### src/rtl/mult_div_unit_if.sv
// mult_div_unit_if: request, HI/LO write and result bus of the multiply/divide unit.
interface mult_div_unit_if #(parameter int WIDTH = 32);
    logic             start;
    logic [1:0]       op;
    logic [WIDTH-1:0] src_a;
    logic [WIDTH-1:0] src_b;
    logic             sig_mthi;
    logic             sig_mtlo;
    logic             busy;
    logic             done;
    logic             div_by_zero;
    logic [WIDTH-1:0] hi;
    logic [WIDTH-1:0] lo;

    modport master (
        output start, op, src_a, src_b, sig_mthi, sig_mtlo,
        input  busy, done, div_by_zero, hi, lo
    );

    modport slave (
        input  start, op, src_a, src_b, sig_mthi, sig_mtlo,
        output busy, done, div_by_zero, hi, lo
    );
endinterface

### src/rtl/mult_div_unit.sv
// mult_div_unit: iterative signed/unsigned multiply and restoring divide into HI/LO.
module mult_div_unit #(
    parameter int WIDTH = 32
) (
    input  logic          clk,
    input  logic          reset,
    mult_div_unit_if.slave bus
);
    localparam int CW = $clog2(WIDTH + 1);

    typedef enum logic [1:0] {IDLE, MUL, DIV, FIN} state_t;

    state_t             state_q, state_d;
    logic [WIDTH-1:0]   acc_hi, acc_lo, b_mag, hi_q, lo_q;
    logic [WIDTH-1:0]   a_mag_in, b_mag_in, quo_s, rem_s;
    logic [CW-1:0]      cnt;
    logic               neg_q, neg_r, is_div, zero_q, done_q, dbz_q;
    logic               sgn, a_neg, b_neg, last;
    logic [WIDTH:0]     mul_sum, rem_try, rem_sub;
    logic [2*WIDTH-1:0] prod, prod_s;

    // acc_hi:acc_lo is the running product for MUL, remainder:quotient for DIV
    always_comb begin
        sgn      = !bus.op[0];
        a_neg    = sgn & bus.src_a[WIDTH-1];
        b_neg    = sgn & bus.src_b[WIDTH-1];
        a_mag_in = a_neg ? -bus.src_a : bus.src_a;
        b_mag_in = b_neg ? -bus.src_b : bus.src_b;
        last     = cnt == CW'(WIDTH - 1);
        mul_sum  = {1'b0, acc_hi} + (acc_lo[0] ? {1'b0, b_mag} : '0);
        rem_try  = {acc_hi, acc_lo[WIDTH-1]};
        rem_sub  = rem_try - {1'b0, b_mag};
        prod     = {acc_hi, acc_lo};
        prod_s   = neg_q ? -prod : prod;
        quo_s    = neg_q ? -acc_lo : acc_lo;
        rem_s    = neg_r ? -acc_hi : acc_hi;
    end

    always_comb begin
        state_d = state_q;
        case (state_q)
            IDLE:     if (bus.start) state_d = !bus.op[1] ? MUL : (bus.src_b == '0 ? FIN : DIV);
            MUL, DIV: if (last) state_d = FIN;
            default:  state_d = IDLE;
        endcase
    end

    always_ff @(posedge clk)
        state_q <= reset ? IDLE : state_d;

    always_ff @(posedge clk) begin
        if (reset) begin
            hi_q   <= '0;
            lo_q   <= '0;
            done_q <= 1'b0;
            dbz_q  <= 1'b0;
            zero_q <= 1'b0;
        end else begin
            done_q <= state_q == FIN;
            dbz_q  <= state_q == FIN && zero_q;
            case (state_q)
                IDLE: begin
                    if (bus.start) begin
                        is_div <= bus.op[1];
                        zero_q <= bus.op[1] && bus.src_b == '0;
                        neg_q  <= a_neg ^ b_neg;
                        neg_r  <= a_neg;
                        b_mag  <= b_mag_in;
                        acc_hi <= '0;
                        acc_lo <= a_mag_in;
                        cnt    <= '0;
                    end else begin
                        if (bus.sig_mthi) hi_q <= bus.src_a;
                        if (bus.sig_mtlo) lo_q <= bus.src_a;
                    end
                end
                MUL: begin
                    {acc_hi, acc_lo} <= {mul_sum, acc_lo[WIDTH-1:1]};
                    cnt              <= cnt + 1'b1;
                end
                DIV: begin
                    acc_hi <= rem_sub[WIDTH] ? rem_try[WIDTH-1:0] : rem_sub[WIDTH-1:0];
                    acc_lo <= {acc_lo[WIDTH-2:0], !rem_sub[WIDTH]};
                    cnt    <= cnt + 1'b1;
                end
                default: begin
                    if (!zero_q) begin
                        hi_q <= is_div ? rem_s : prod_s[2*WIDTH-1:WIDTH];
                        lo_q <= is_div ? quo_s : prod_s[WIDTH-1:0];
                    end
                end
            endcase
        end
    end

    assign bus.busy        = state_q != IDLE;
    assign bus.done        = done_q;
    assign bus.div_by_zero = dbz_q;
    assign bus.hi          = hi_q;
    assign bus.lo          = lo_q;
endmodule

### src/flat_wrapper.sv
// flat-port wrapper written by rule: the top's interface ports become plain ports
module mult_div_unit_flat 
#(
    parameter int WIDTH = 32
)
  (clk, reset, bus_start, bus_op, bus_src_a, bus_src_b, bus_sig_mthi, bus_sig_mtlo, bus_busy, bus_done, bus_div_by_zero, bus_hi, bus_lo);
  mult_div_unit_if #(.WIDTH(WIDTH)) bus_i ();
  input  logic clk;
  input  logic reset;
  input wire logic [$bits(bus_i.start)-1:0] bus_start;
  input wire logic [$bits(bus_i.op)-1:0] bus_op;
  input wire logic [$bits(bus_i.src_a)-1:0] bus_src_a;
  input wire logic [$bits(bus_i.src_b)-1:0] bus_src_b;
  input wire logic [$bits(bus_i.sig_mthi)-1:0] bus_sig_mthi;
  input wire logic [$bits(bus_i.sig_mtlo)-1:0] bus_sig_mtlo;
  output wire logic [$bits(bus_i.busy)-1:0] bus_busy;
  output wire logic [$bits(bus_i.done)-1:0] bus_done;
  output wire logic [$bits(bus_i.div_by_zero)-1:0] bus_div_by_zero;
  output wire logic [$bits(bus_i.hi)-1:0] bus_hi;
  output wire logic [$bits(bus_i.lo)-1:0] bus_lo;
  assign bus_i.start = bus_start;
  assign bus_i.op = bus_op;
  assign bus_i.src_a = bus_src_a;
  assign bus_i.src_b = bus_src_b;
  assign bus_i.sig_mthi = bus_sig_mthi;
  assign bus_i.sig_mtlo = bus_sig_mtlo;
  assign bus_busy = bus_i.busy;
  assign bus_done = bus_i.done;
  assign bus_div_by_zero = bus_i.div_by_zero;
  assign bus_hi = bus_i.hi;
  assign bus_lo = bus_i.lo;
  mult_div_unit #(.WIDTH(WIDTH)) u_core (.clk(clk), .reset(reset), .bus(bus_i));
endmodule
### config.mk
export PLATFORM = sky130hd
export DESIGN_NAME = mult_div_unit_flat
export DESIGN_NICKNAME = d
export VERILOG_FILES = /design/src/rtl/mult_div_unit_if.sv /design/src/rtl/mult_div_unit.sv /design/src/flat_wrapper.sv
export SDC_FILE = /design/constraint.sdc
export NUM_CORES = 1
export LEC_CHECK = 0
export ABC_AREA = 0
export BUFFER_PORTS_ARGS = -buffer_cell sky130_fd_sc_hd__buf_2
export CORE_MARGIN = 4
export CORE_UTILIZATION = 50
export CTS_CLUSTER_DIAMETER = 200
export DETAILED_ROUTE_END_ITERATION = 8
export PLACE_DENSITY = 0.73
export SYNTH_ARGS = -nofsm -noshare
export SYNTH_HDL_FRONTEND = slang
export SYNTH_SLANG_ARGS = --single-unit
### constraint.sdc
create_clock -name clk -period 8.45 [get_ports clk]
set_input_delay 1.69 -clock clk [delete_from_list [all_inputs] [get_ports clk]]
set_output_delay 1.69 -clock clk [all_outputs]
set_load 0.1 [all_outputs]
==> results.txt <==
* Die Y: 172 um
- The detail route stage leaves a number of antenna-violating nets equal to 0.
- Final sum of negative setup slack: 0 ns
- After synthesis, the largest family of logic cells by area is compound AO/OA/AOI/OAI gates.
- On the final layout, the worst clock skew is 0.0205 ns.
* DR iter-0 viols: 1626
- Number of synthesized flops with an enable pin: 105
- Top area cells in the synthesized netlist: sky130_fd_sc_hd__edfxtp_1 23%, sky130_fd_sc_hd__dfxtp_1 10%, sky130_fd_sc_hd__ha_1 6.8%
- In this run the biggest area consumer among cell types represents 23.4% of the synthesized area.
- The tool flagged a number of max-cap violations equal to 0.
- Number of I/O pins: 138
* Chip width: 172 um
- The clock tree synthesis step divided the H-tree into 4 levels.
- PortBufs: 137
- In this run the worst path has a maximum fanout of 32.
* Power density relative to cell area: 417 nW/um^2
* Slew headroom: 29.3%
- On the critical path, the stage with the largest delay is an instance of sky130_fd_sc_hd__buf_4.
* Min Tclk post-route: 4.46 ns
* Fin Hold WS: 0.445 ns
- Hold violation total from the final report: 0
- Multiplexer area fraction after synthesis: 2.08%
* Max Fclk: 224 MHz
* Final max-slew violation count: 0
* Simple-gate share of the synthesized area: 17.6%
- The first TritonRoute pass finished after 6 iterations.
* Path class of the lowest-slack min-delay path: reg2reg
- Net count reported at finish: 1838
- Post-detailed-placement half-perimeter wirelength: 32000 um
* Root buffer selected by CTS: sky130_fd_sc_hd__clkbuf_16
- STA classifies the critical path startpoint as a register.
* Number of register bits inferred by synthesis: 174
- In the final routed layout, each cell accounts on average for 20.7 um.
- For this configuration, the core starts out at a cell density of 51.2%.
- Final estimated routing congestion in global placement: 0.973
- Adder-Cell Fraction of Synth Area: 7.08%
- Sorting the synthesized cells by how often they occur yields 185 x sky130_fd_sc_hd__nand2_1, 167 x sky130_fd_sc_hd__a21oi_1, 134 x sky130_fd_sc_hd__nor2_1.
- Number of antenna violations at the first check in global routing: 0
* Number of inserted filler cells in the final layout: 2438
- Setup violations remaining at the end of the flow were counted as 0.
* Critical Path RT: 8.58 ns
- In the routed layout, each cell is associated on average with a via count of 6.36.
- In this run the mean area of a mapped cell was 8.37 um^2.
* Element type at the critical path end: register
* Clock tree from TritonCTS: done
* Ys async rst share: 0%
- Leakage dissipation: 6.05 nW
- Leading cell type by number of instances after synthesis: sky130_fd_sc_hd__nand2_1
- DRC errors left: 0
* Arrival @ worst endpoint: 4.59 ns
- Worst slew pin tran: 1.06 ns
* Register-to-register setup slack: 3.99 ns
- Post-synthesis share of cell area spent on xor and xnor gates: 11.8%
* Global-route wire length before repair: 66100 um
- The number of nets in the synthesized netlist is 1754.
- Status: complete, no violations
- Clock insertion delay at the later pin of the skew report: 0.45 ns
* Combined area of the multi-input logic cells: 8400 um^2
- Layout Area Growth over Synthesis: 11.3%
* WL final: 42300 um
- Gates resized during post-CTS repair numbered 0.
- Number of placement rows: 59
- The total area inside the core boundary comes to 26300 um^2.
- For this run, the register share of the synthesized area comes to 33.7%.
- Setup repair after global routing left no endpoint under its margin.
- Number of vias in the routed layout: 13000
* CTS Hold Bufs: 0
- Reg area: 4530 um^2
- Overall die area: 29600 um^2
- Post-CTS setup buffer count: 0
- Max VDD drop: 0.000240 V
* Diode insertion count for antenna repair: 0
- Pin count of the biggest net entering global routing: 85
- CTS buffer count: 17
- Gate count of the mapped netlist: 1608
- Summed over all instances, the cell type with the most area after synthesis is sky130_fd_sc_hd__edfxtp_1.
- Final cycle utilization of the critical path: 52.8%
* Residual overflow from global routing: 0
- Fraction of layout instances using a drive strength above 1: 12.3%
- Clock buffer depth: 2
- During synthesis, Yosys emitted a total of 0 warnings.
- The number of global-route vias before repair came to 12000.
- Cell variety after synth: 77
- Summing the areas of all compound-gate instances in the mapped netlist gives 23.6% of the synthesized area.
- For this design, the sink count on the clock tree is 174.
- All-Layer GR Usage: 28.2%
- Clock-pin slew was measured on the worst setup and hold paths at 0.08 ns.
- Commonest register cell after synthesis: sky130_fd_sc_hd__edfxtp_1
* Kind of critical path: reg2reg
- The signal on the critical path passes through inv_1, ha_1, fa_1, nor2b_1, o31a_1, or3b_1, a21oi_2, a211oi_2, nor4_2, o31ai_2, xor2_4, buf_4, mux2i_1, o22ai_1.
- Biggest cell delay along the critical path: 0.48 ns
- After synthesis the cells add up to 13500 um^2.
## layout by cell type, fill, tap and decap left out, drive strengths merged, types with 8 or more instances in the layout
cell type and n:
a211oi 8, a21o 29, a21oi 168, a221oi 31, a311oi 8, a31oi 18
buf 149, clkbuf 18, dfxtp 69, edfxtp 105, ha 73, inv 74
mux2i 28, nand2 185, nand2b 31, nand3 18, nand4 14, nor2 134
nor2b 12, nor3 29, nor4 19, o211ai 27, o21ai 94, o22ai 29
o31ai 23, o41ai 16, or2 9, or3 12, or4 15, xnor2 101
xor2 79
## worst paths after layout
path	startpoint	end	depth (start not counted)
max	u_core.acc_lo[31]$_DFFE_PP_	u_core.acc_hi[10]$_DFFE_PP_	14
max reg2reg	u_core.acc_lo[31]$_DFFE_PP_	u_core.acc_hi[10]$_DFFE_PP_	14
min reg2reg	u_core.bus.hi[28]$_SDFFE_PP0P_	u_core.bus.hi[28]$_SDFFE_PP0P_	2
min	u_core.bus.hi[28]$_SDFFE_PP0P_	u_core.bus.hi[28]$_SDFFE_PP0P_	2
## worst max-delay path, delay by kind of cell, from the launching register on
kind | cells | cell delay [ns]
AO/OA/AOI/OAI | 5 | 1.20
adder cells (fa/ha/maj) | 2 | 0.45
XOR/XNOR | 1 | 0.15
buffers and inverters | 2 | 0.65
multiplexers | 1 | 0.31
flip-flops | 1 | 0.43
AND/OR/NAND/NOR | 3 | 0.93
## area by class of cell
class / count / share of cell area [%]
tap: 335 / 2.80
multi-input combinational: 1284 / 56.0
clock buffer: 18 / 3.01
clock inverter: 14 / 1.09
timing repair buffer: 149 / 5.18
inverter: 66 / 1.65
sequential: 174 / 30.3
## state kept, by name, summed over array words and instances, names as in the netlist
signal,count
u_core.bus.div_by_zero,1
u_core.acc_lo,32
u_core.bus.lo,32
u_core.state_q,2
u_core.acc_hi,32
u_core.bus.done,1
u_core.bus.hi,32
u_core.neg_r,1
u_core.neg_q,1
u_core.cnt,6
u_core.b_mag,32
u_core.is_div,1
u_core.zero_q,1
## power by group
part / internal (mW) / switching [mW] / total [mW]
Sequential: 1.27 / 0.297 / 1.57
Clock: 0.419 / 0.404 / 0.823
Combinational: 1.04 / 2.81 / 3.85
## through the flow
stage	setup WS (ns)	power (mW)	util [%]	instance area (um^2)	std cells
6_report	3.99	6.25	57.0	15000	2040
5_1_grt	3.72	6.61	57.0	15000	2040
4_1_cts	4.08	6.19	57.0	15000	2040
3_5_place_dp	4.04	5.36	54.7	14400	2008
3_3_place_gp	4.06	5.31	54.7	14400	2008
2_1_floorplan	0.970	4.47	-	13500	1608
## kinds of logic (layout without fill, tap and decap cells)
family | Yosys count | after routing
and+or+nand+nor | 503 | 503
AOI/OAI and AO/OA | 498 | 498
xor gates and xnor gates | 180 | 180
DFF | 174 | 174
buffers and inverters | 150 | 247
adders and majority gates | 75 | 75
muxes | 28 | 28
## layer usage
metal	share of wire, %	wire (um)	global-route usage (%)
met5	0	0	0
met4	2.8	1180	9.06
met3	9.6	4080	5.88
met2	44	18600	43.9
met1	44	18400	39.7
Note: power is estimated with default switching activity, not from simulation.
